File: src/rtl/seg_display_ctrl_pkg.sv
// Shared constants for the Basys 3 four-digit seven-segment controller:
// FSM encoding, anode patterns and active-low segment codes (bit 0 = a, bit 6 = g).
package seg_display_ctrl_pkg;

    localparam int BIN_W = 14;
    localparam int BCD_W = 16;

    typedef logic [1:0] state_t;

    localparam logic [1:0] ST_IDLE   = 2'd0;
    localparam logic [1:0] ST_CONV   = 2'd1;
    localparam logic [1:0] ST_COMMIT = 2'd2;

    localparam logic [6:0] SEG_BLANK = 7'h7F;
    localparam logic [6:0] SEG_DASH  = 7'b0111111;

    localparam logic [3:0] AN_OFF  = 4'b1111;
    localparam logic [3:0] AN_DIG0 = 4'b1110;
    localparam logic [3:0] AN_DIG1 = 4'b1101;
    localparam logic [3:0] AN_DIG2 = 4'b1011;
    localparam logic [3:0] AN_DIG3 = 4'b0111;

    function automatic logic [6:0] seg_code(input logic [3:0] d);
        case (d)
            4'd0:    seg_code = 7'b1000000;
            4'd1:    seg_code = 7'b1111001;
            4'd2:    seg_code = 7'b0100100;
            4'd3:    seg_code = 7'b0110000;
            4'd4:    seg_code = 7'b0011001;
            4'd5:    seg_code = 7'b0010010;
            4'd6:    seg_code = 7'b0000010;
            4'd7:    seg_code = 7'b1111000;
            4'd8:    seg_code = 7'b0000000;
            4'd9:    seg_code = 7'b0010000;
            default: seg_code = SEG_BLANK;
        endcase
    endfunction

    function automatic logic [3:0] an_code(input logic [1:0] idx);
        case (idx)
            2'd0:    an_code = AN_DIG0;
            2'd1:    an_code = AN_DIG1;
            2'd2:    an_code = AN_DIG2;
            default: an_code = AN_DIG3;
        endcase
    endfunction

endpackage

File: src/rtl/seg_bin2bcd.sv
// Sequential double-dabble converter: 14 steps after start, one per clock.
// done is high during the final step, so bcd holds the result from the next edge on.
module seg_bin2bcd
    import seg_display_ctrl_pkg::*;
(
    input  logic               CLOCK,
    input  logic               RESETN,
    input  logic               start,
    input  logic [BIN_W-1:0]   bin,
    output logic               done,
    output logic [BCD_W-1:0]   bcd
);

    logic [BCD_W+BIN_W-1:0] sr;
    logic [BCD_W+BIN_W-1:0] step;
    logic [3:0]             cnt;

    always_comb begin
        step = sr;
        for (int k = 0; k < 4; k++) begin
            if (step[BIN_W+4*k +: 4] >= 4'd5)
                step[BIN_W+4*k +: 4] = step[BIN_W+4*k +: 4] + 4'd3;
        end
    end

    always_ff @(posedge CLOCK or negedge RESETN) begin
        if (!RESETN) begin
            sr  <= '0;
            cnt <= '0;
        end else if (start) begin
            sr  <= {{BCD_W{1'b0}}, bin};
            cnt <= 4'(BIN_W);
        end else if (cnt != 4'd0) begin
            sr  <= {step[BCD_W+BIN_W-2:0], 1'b0};
            cnt <= cnt - 4'd1;
        end
    end

    assign done = (cnt == 4'd1);
    assign bcd  = sr[BCD_W+BIN_W-1:BIN_W];

endmodule

File: src/rtl/seg_display_ctrl.sv
// Four-digit seven-segment controller: accepts a binary value, converts it to BCD and
// scans the digits with per-slot ghost blanking and optional leading-zero suppression.
//
//   state     | meaning
//   ST_IDLE   | waiting for a value; in_ready high
//   ST_CONV   | double-dabble conversion running (14 cycles)
//   ST_COMMIT | digits and ovf written together in one edge
module seg_display_ctrl
    import seg_display_ctrl_pkg::*;
#(
    parameter int SCAN_DIV  = 200000,
    parameter int BLANK_CYC = 1000,
    parameter int LZB       = 1
) (
    input  logic             CLOCK,
    input  logic             RESETN,
    input  logic [BIN_W-1:0] number,
    input  logic             in_valid,
    output logic             in_ready,
    output logic             busy,
    output logic             ovf,
    output logic [6:0]       seg,
    output logic [3:0]       an
);

    localparam int PW = (SCAN_DIV > 1) ? $clog2(SCAN_DIV) : 1;
    localparam logic [PW-1:0] PRESC_LAST = PW'(SCAN_DIV - 1);
    localparam logic [PW-1:0] BLANK_END  = PW'(BLANK_CYC);

    state_t           state;
    logic             ovf_pend;
    logic [BCD_W-1:0] digits;
    logic             conv_start;
    logic             conv_done;
    logic [BCD_W-1:0] conv_bcd;
    logic             too_big;

    logic [PW-1:0]    presc;
    logic [1:0]       idx;
    logic [3:0]       cur_digit;
    logic             lead_zero;
    logic [6:0]       seg_nx;
    logic [3:0]       an_nx;

    assign in_ready   = (state == ST_IDLE);
    assign busy       = ~in_ready;
    assign too_big    = (number > 14'd9999);
    assign conv_start = in_ready & in_valid & ~too_big;

    seg_bin2bcd u_bin2bcd (
        .CLOCK  (CLOCK),
        .RESETN (RESETN),
        .start  (conv_start),
        .bin    (number),
        .done   (conv_done),
        .bcd    (conv_bcd)
    );

    always_ff @(posedge CLOCK or negedge RESETN) begin
        if (!RESETN) begin
            state    <= ST_IDLE;
            ovf_pend <= 1'b0;
            digits   <= '0;
            ovf      <= 1'b0;
        end else begin
            case (state)
                ST_IDLE: begin
                    if (in_valid) begin
                        ovf_pend <= too_big;
                        state    <= too_big ? ST_COMMIT : ST_CONV;
                    end
                end
                ST_CONV: begin
                    if (conv_done)
                        state <= ST_COMMIT;
                end
                ST_COMMIT: begin
                    // overflow keeps the old digits; they are hidden behind dashes anyway
                    ovf <= ovf_pend;
                    if (!ovf_pend)
                        digits <= conv_bcd;
                    state <= ST_IDLE;
                end
                default: state <= ST_IDLE;
            endcase
        end
    end

    always_ff @(posedge CLOCK or negedge RESETN) begin
        if (!RESETN) begin
            presc <= '0;
            idx   <= 2'd0;
        end else if (presc == PRESC_LAST) begin
            presc <= '0;
            idx   <= idx + 2'd1;
        end else begin
            presc <= presc + 1'b1;
        end
    end

    always_comb begin
        cur_digit = digits[{idx, 2'b00} +: 4];
        case (idx)
            2'd1:    lead_zero = (digits[15:4]  == 12'd0);
            2'd2:    lead_zero = (digits[15:8]  == 8'd0);
            2'd3:    lead_zero = (digits[15:12] == 4'd0);
            default: lead_zero = 1'b0;
        endcase
        seg_nx = SEG_BLANK;
        an_nx  = AN_OFF;
        if (presc >= BLANK_END) begin
            if (ovf) begin
                seg_nx = SEG_DASH;
                an_nx  = an_code(idx);
            end else if (!((LZB != 0) && lead_zero)) begin
                seg_nx = seg_code(cur_digit);
                an_nx  = an_code(idx);
            end
        end
    end

    always_ff @(posedge CLOCK or negedge RESETN) begin
        if (!RESETN) begin
            seg <= SEG_BLANK;
            an  <= AN_OFF;
        end else begin
            seg <= seg_nx;
            an  <= an_nx;
        end
    end

endmodule

File: config.mk
export PLATFORM = sky130hd
export DESIGN_NAME = seg_display_ctrl
export DESIGN_NICKNAME = d
export VERILOG_FILES = /design/src/rtl/seg_display_ctrl_pkg.sv /design/src/rtl/seg_bin2bcd.sv /design/src/rtl/seg_display_ctrl.sv
export SDC_FILE = /design/constraint.sdc
export NUM_CORES = 1
export LEC_CHECK = 0
export CORE_ASPECT_RATIO = 0.7
export CORE_MARGIN = 4
export CORE_UTILIZATION = 25
export DETAILED_ROUTE_END_ITERATION = 8
export DONT_BUFFER_PORTS = 1
export GPL_ROUTABILITY_DRIVEN = 0
export HOLD_SLACK_MARGIN = 0.08
export PLACE_DENSITY = 0.46
export SKIP_LAST_GASP = 1
export SLEW_MARGIN = 0
export SYNTH_ARGS = -nofsm -noshare
export SYNTH_HDL_FRONTEND = slang
export SYNTH_SLANG_ARGS = --single-unit
File: constraint.sdc
create_clock -name CLOCK -period 2.22 [get_ports CLOCK]
set_clock_uncertainty 0.2 [all_clocks]
set_input_delay 0.333 -clock CLOCK [delete_from_list [all_inputs] [get_ports CLOCK]]
set_output_delay 0.333 -clock CLOCK [all_outputs]
set_load 0.005 [all_outputs]
; After elaboration in Yosys (flattened, before gate mapping)
; Memory sizes are Yosys's and may differ from the RTL's.
; Cells that the tools add are included.
[op_classes]
shift = 1
bitwise = 5
order_cmp = 6
n_reduce_logical = 10
n_mux = 21
eq_ne = 9
add_sub_neg = 7
[ops]
columns = operator, count
row1 = $mux 30, 2
row2 = $mux 4, 8
row3 = $mux 7, 3
row4 = $add 18x1->18 const B, 1
row5 = $eq 18x18->1 const B, 1
row6 = $ge 18x10->1 const B, 1
row7 = $mux 18, 1
row8 = $ge 4x3->1 const B, 4
row9 = $shiftx 16x5->4, 1
row10 = $gt 14x14->1 const B, 1
row11 = $add 4x2->4 const B, 3
row12 = $logic_not 12->1, 1
row13 = $pmux 4 s3, 1
row14 = $logic_not 8->1, 1
row15 = $eq 2x2->1 const B, 3
row16 = $mux 2, 3
row17 = $reduce_and 2->1, 3
row18 = $eq 2x1->1 const B, 2
row19 = $eq 4x1->1 const B, 1
row20 = $logic_not 2->1, 2
row21 = $logic_not 4->1, 1
row22 = $ne 2x2->1 const B, 2
row23 = $pmux 2 s2, 1
row24 = $reduce_bool 4->1, 1
row25 = other kinds (8), 11
[word_totals]
wordCells = 70
reg_bits = 85
output_inout_bits = 14
mem_count = 1
mem_bits_ro = 112
inputBits = 17
[mem_list]
columns = memory, words, word_bits, read_ports, rd_ports_with_merged_regs, write_ports, line_no
row1 = (name not given), 16, 7, 1, 0, 0, seg_display_ctrl_pkg.sv:24  ; case (d)

; Logic depth before layout (Yosys ltp)
[logic_depth]
depth_word = 5
ltp_mapped = 8
depth_no_buf = 7

; Hierarchy
; From an unflattened synthesis, not the netlist that was laid out.
[hier_totals]
hier_cells = 441
area_unflattened_um2 = 4643.2
[by_module_without_submodules]
columns = mod, seq_area_each_um2, cells_each, n_inst, area_each_um2
row1 = seg_display_ctrl, 1290.0, 218, 1, 2527.4
row2 = seg_bin2bcd, 850.8, 223, 1, 2115.8

; Worst setup path before layout
; OpenSTA, ideal clock, no wires.
[synth_path]
kind = reg-to-reg
start = register idx[0]
end = register seg[4]
setup_ns = 0.095
stages_incl_launch_ff = 9
required_ns = 1.925
n_path_buf = 1
t_arrival_ns = 1.742
slack_ns = 0.184
synth_period_minus_slack_ns = 2.036
path_cell_list = dfrtp_1 > buf_2 > mux4_2 > inv_1 > ha_1 > nor2b_1 > nand2_1 > o21ai_0 > nand4b_1
[synth_via]
elab_chain_len = 5
word_cells_on_any_way = 9
[synth_rtl]
columns = item, line_no
row1 = "start, declared", seg_display_ctrl.sv:39  ; logic [1:0] idx;
row2 = "start signal, assigned", seg_display_ctrl.sv:95  ; idx <= idx + 2'd1;
row3 = $shiftx 16x5->4 (tied with other cells), seg_display_ctrl.sv:102  ; cur_digit = digits[{idx, 2'b00} +: 4];
row4 = $mem_v2 16x7 or $pmux 1 s3 (tied branches), -
row5 = $mux 7 (*), seg_display_ctrl.sv:115  ; end else if (!((LZB != 0) && lead_zero)) begin
row6 = $mux 7 (*), seg_display_ctrl.sv:112  ; if (ovf) begin
row7 = $mux 7 (*), seg_display_ctrl.sv:111  ; if (presc >= BLANK_END) begin
row8 = named net seg_nx[4], seg_display_ctrl.sv:42  ; logic [6:0] seg_nx;
row9 = "end signal, assigned", seg_display_ctrl.sv:127  ; seg <= seg_nx;
row10 = "end, declared", seg_display_ctrl.sv:22  ; output logic [6:0] seg,
; The timed path passes the listed nets; every way through them passes the cells marked *.
; A chain may end at the register's enable or synchronous reset.

; Worst setup path after layout
[layout_path]
start = register u_bin2bcd.cnt[1]
end = register u_bin2bcd.sr[13]
[layout_via]
elab_chain_len = 2
[layout_rtl]
columns = item, line_no
row1 = "start, declared", seg_bin2bcd.sv:16  ; logic [3:0] cnt;
row2 = "start signal, assigned", seg_bin2bcd.sv:32  ; cnt <= 4'(BIN_W);
row3 = "start signal, assigned", seg_bin2bcd.sv:35  ; cnt <= cnt - 4'd1;
row4 = $reduce_bool 4->1, seg_bin2bcd.sv:33  ; end else if (cnt != 4'd0) begin
row5 = $reduce_bool 2->1 (no line), -
row6 = "end signal, assigned", seg_bin2bcd.sv:31  ; sr <= {{BCD_W{1'b0}}, bin};
row7 = "end signal, assigned", seg_bin2bcd.sv:34  ; sr <= {step[BCD_W+BIN_W-2:0], 1'b0};
row8 = "end, declared", seg_bin2bcd.sv:14  ; logic [BCD_W+BIN_W-1:0] sr;
; Every way passes these cells.

==> PnR_summary.wiki <==
{| class="wikitable"
! Metric !! Value
|-
| Number of vias after detailed routing || 2946
|-
| Number of antenna violations at the first check in global routing || 0
|-
| Tightest hold margin || -0.510 ns
|-
| Post-Synthesis Cell Area || approximately 0.0043 mm²
|-
| Number of unique standard cell types used by synthesis || 46
|-
| Synth Register Bits || 85
|-
| Die area || roughly 0.019 mm²
|-
| Clock transition at path regs || about 0.06 ns
|-
| Avg Synthesized Cell Area || around 10 µm²
|-
| Count of endpoints failing setup in the final report || 0
|-
| Leading cell type in the layout, fill and taps excluded || dfrtp_1
|-
| Clock tree from TritonCTS || built
|-
| Endpoint class of the critical path || register
|-
| Drt first-iter violations || roughly 250
|-
| Dominant combinational cell family by area after synthesis || simple AND/OR/NAND/NOR gates
|-
| Synthesized instance count || about 410
|-
| DRC violation count after routing || 0
|-
| Post-layout min period || 2.10 ns
|-
| Cells along the critical path || inv_1 > ha_1 > and2_1 > buf_4 > nor2_1 > o22ai_1 > o21a_1 > dlygate4sd3_1
|-
| CP Buf/Inv Count || 3
|-
| Detailed-placement wirelength estimate || 6.01 mm
|-
| Fraction of the mapped netlist area in compound gates || 0.0952
|-
| Cell with the largest stage delay on the worst path || dlygate4sd3_1
|-
| Final Cycle Share || 0.948
|-
| Worst IR drop on VDD || about 0.00045 V
|-
| Max FO, Critical Path || 9
|-
| Max clock buf depth || 2
|-
| Transition time at the pin with the least slew margin || approximately 0.44 ns
|-
| WP data arrival || between 2 and 2.5 ns
|-
| Met3 WL post-DR || ~250 µm
|-
| Family with the most delay on the worst path || buffers and inverters
|-
| Remaining number of nets flagged by the antenna check after routing || 0
|-
| Global-route usage over all layers || 0.102
|-
| Depth of the critical timing path with buffers and inverters included || 8
|-
| Yosys Warn Count || 0
|-
| Violations in the final reports || hold timing
|-
| CTS H-Tree Depth || 3
|-
| Number of antenna repair diodes || 0
|-
| Detailed-router iteration count before antenna repair || 4
|-
| Proportion of synthesized chip area in sequential cells || 0.501
|-
| # IOs || 31
|-
| Worst Reg2Reg Path Length in Cells || 8
|-
| Die span in y || between 100 and 150 µm
|-
| Via count of the first global-routing pass || around 3.1k
|-
| Placed cells || between 600 and 700
|-
| Largest stage delay, worst path || 0.54 ns
|-
| Final instance count without filler cells || around 670
|-
| Synthesized Nets || roughly 450
|-
| Wire length per cell after detailed routing || around 13 µm
|-
| F_max || between 400 and 500 MHz
|-
| Row cnt || 39
|-
| Most frequent cells in the layout || dfrtp_1 (73), nand2_1 (62), nor2_1 (32), ha_1 (25), o21ai_0 (21)
|-
| Worst slack at placement || approximately 0.086 ns
|-
| Accumulated negative setup slack || 0 ns
|-
| Via density per instance || roughly 4.4
|-
| Top layer used by detailed routing || met4
|-
| Lkg Pwr || between 2 and 2.5 nW
|-
| Final Max Slew Viols || 0
|-
| Critical path data required time || ~2.3 ns
|-
| # port buffers || 0
|-
| Detailed-route wire length on metal 1 || 4.60 mm
|-
| Wire length reported by the detailed router || 8.93 mm
|-
| Fraction of final layout cells with drive strength greater than 1 || 0.149
|-
| Placeable Area || roughly 0.017 mm²
|-
| Xor and xnor area share after synthesis || 0.0451
|-
| Wire length on met2 || between 3 and 4 mm
|-
| CP startpoint kind || register
|-
| Total Nets Final || between 400 and 500
|-
| Adder and majority cell fraction of the synthesized area || 0.0732
|-
| Final global-route overflow total || 0
|-
| Clock root cell || clkbuf_16
|-
| Number of buffers inserted during clock tree synthesis || 9
|-
| Maximum number of pins on one net before global-route repair || 86
|-
| Number of max-cap violations || 0
|-
| Path class of the lowest-slack min-delay path || input port to async pin
|-
| Synthesis-to-finish area growth || 19.2%
|-
| Post-route setup slack || about 0.12 ns
|-
| Worst-skew pair later-pin latency || roughly 0.35 ns
|-
| Hold-fix buffer count after cts || 19
|-
| Effective utilization at floorplan || 0.258
|-
| Unrepaired setup endpoints after global routing || yes
|-
| DIE WIDTH || approximately 160 µm
|-
| Endpoints failing hold || 85
|-
| TritonCTS sink count || between 80 and 90
|-
| Outcome || finished, violations left
|-
| Global-route wire length before repair || approximately 16 mm
|-
| Power density normalized to cell area || between 1000 and 1500 mW/mm²
|-
| Worst rel slew slack || 0.704
|-
| Classification of the worst setup path || register to register
|-
| Proportion of synthesized area in mux cells || 0.0893
|-
| Share of synthesized cell area in and, or, nand and nor gates || 0.164
|}
cells in the mapped netlist (all sizes together):
master,instances,area share
nand2b,5,0.0073
o21a,2,0.0035
mux2,17,0.045
a31o,1,0.0021
xor2,5,0.010
or4b,1,0.0032
nand4,3,0.0044
or3,1,0.0015
and4,1,0.0021
mux2i,10,0.023
nand4b,3,0.0062
a31oi,9,0.013
and2,1,0.0015
mux4,4,0.021
xnor2,17,0.035
a22o,1,0.0021
nor2,32,0.028
a211oi,6,0.011
a211o,1,0.0021
or4,1,0.0018
nand3,14,0.016
ha,25,0.073
and4b,1,0.0023
o31ai,2,0.0035
and3,2,0.0029
buf,6,0.0085
nor4,5,0.0088
a21o,1,0.0018
nor3,4,0.0085
clkbuf,9,0.0079
and2b,1,0.0018
o21ai,23,0.027
dfstp,11,0.068
a21oi,21,0.025
o22ai,1,0.0015
o211ai,2,0.0035
nand2,62,0.054
nor3b,4,0.0070
nor2b,4,0.0059
dfrtp,74,0.43
inv,18,0.016
final cells by class:
class / instances / area, µm²
fillers: 1675 / 11400
flip-flops and latches: 85 / 2140
multi-input cells: 293 / 2010
repair buffers: 32 / 300
well taps: 225 / 282
clock buffers: 12 / 246
inverters: 18 / 67.6
clock inverters: 4 / 48.8
logic make-up after synthesis:
logic type,count (synthesis)
AO/OA/AOI/OAI,70
flip-flops,85
AND/OR/NAND/NOR,145
buffers and inverters,33
adder cells (fa/ha/maj),25
multiplexers,31
XOR/XNOR,22
timing repair:
item                                   in CTS  in global routing
setup endpoints to repair                   0                  7
gates resized for setup                     0                  2
setup buffers                               0                  1
endpoints found under the hold margin     101                 85
path summary, 6_finish.rpt:
| path | start | end | slack [ns] |
|---|---|---|---|
| hold reg to reg | state[1]$_DFFE_PN0P_ | state[1]$_DFFE_PN0P_ | 0.25 |
| setup reg to reg | u_bin2bcd.cnt[1]$_DFFE_PN0P_ | u_bin2bcd.sr[13]$_DFFE_PN0P_ | 0.12 |
| min in group CLOCK | number[13] | u_bin2bcd.cnt[1]$_DFFE_PN0P_ | 0.22 |
| max in group asynchronous | RESETN | an[2]$_DFF_PN1_ | 2.10 |
| hold / removal | RESETN | u_bin2bcd.sr[8]$_DFFE_PN0P_ | -0.51 |
| setup / recovery | u_bin2bcd.cnt[1]$_DFFE_PN0P_ | u_bin2bcd.sr[13]$_DFFE_PN0P_ | 0.12 |
sequential cells by signal, summed over array words and instances, names as in the netlist:
signal / cells
u_bin2bcd.sr: 30
presc: 18
digits: 16
seg: 7
an: 4
u_bin2bcd.cnt: 4
idx: 2
state: 2
ovf: 1
ovf_pend: 1
stage by stage:
step                      utilization  instance area (µm²)  total power [mW]
after global routing            0.308                 5090              6.19
after detailed placement        0.278                 4590              4.20
after CTS                       0.307                 5080              5.79
final                           0.308                 5090              5.72
after floorplan                     -                 4270              3.73
after global placement          0.278                 4590              4.14
layer usage:
metal	up-vias	track usage
met4	0	0.0424
met3	13	0.0284
met1	1422	0.143
li1	1477	-
met2	34	0.147
met5	-	0
power breakdown:
part,total [mW],switching [mW],internal (mW)
logic,1.78,0.874,0.909
registers,2.43,0.416,2.02
clock network,1.50,0.598,0.901
total,5.72,1.89,3.83
No activity file was read; power rests on OpenSTA's default activity.
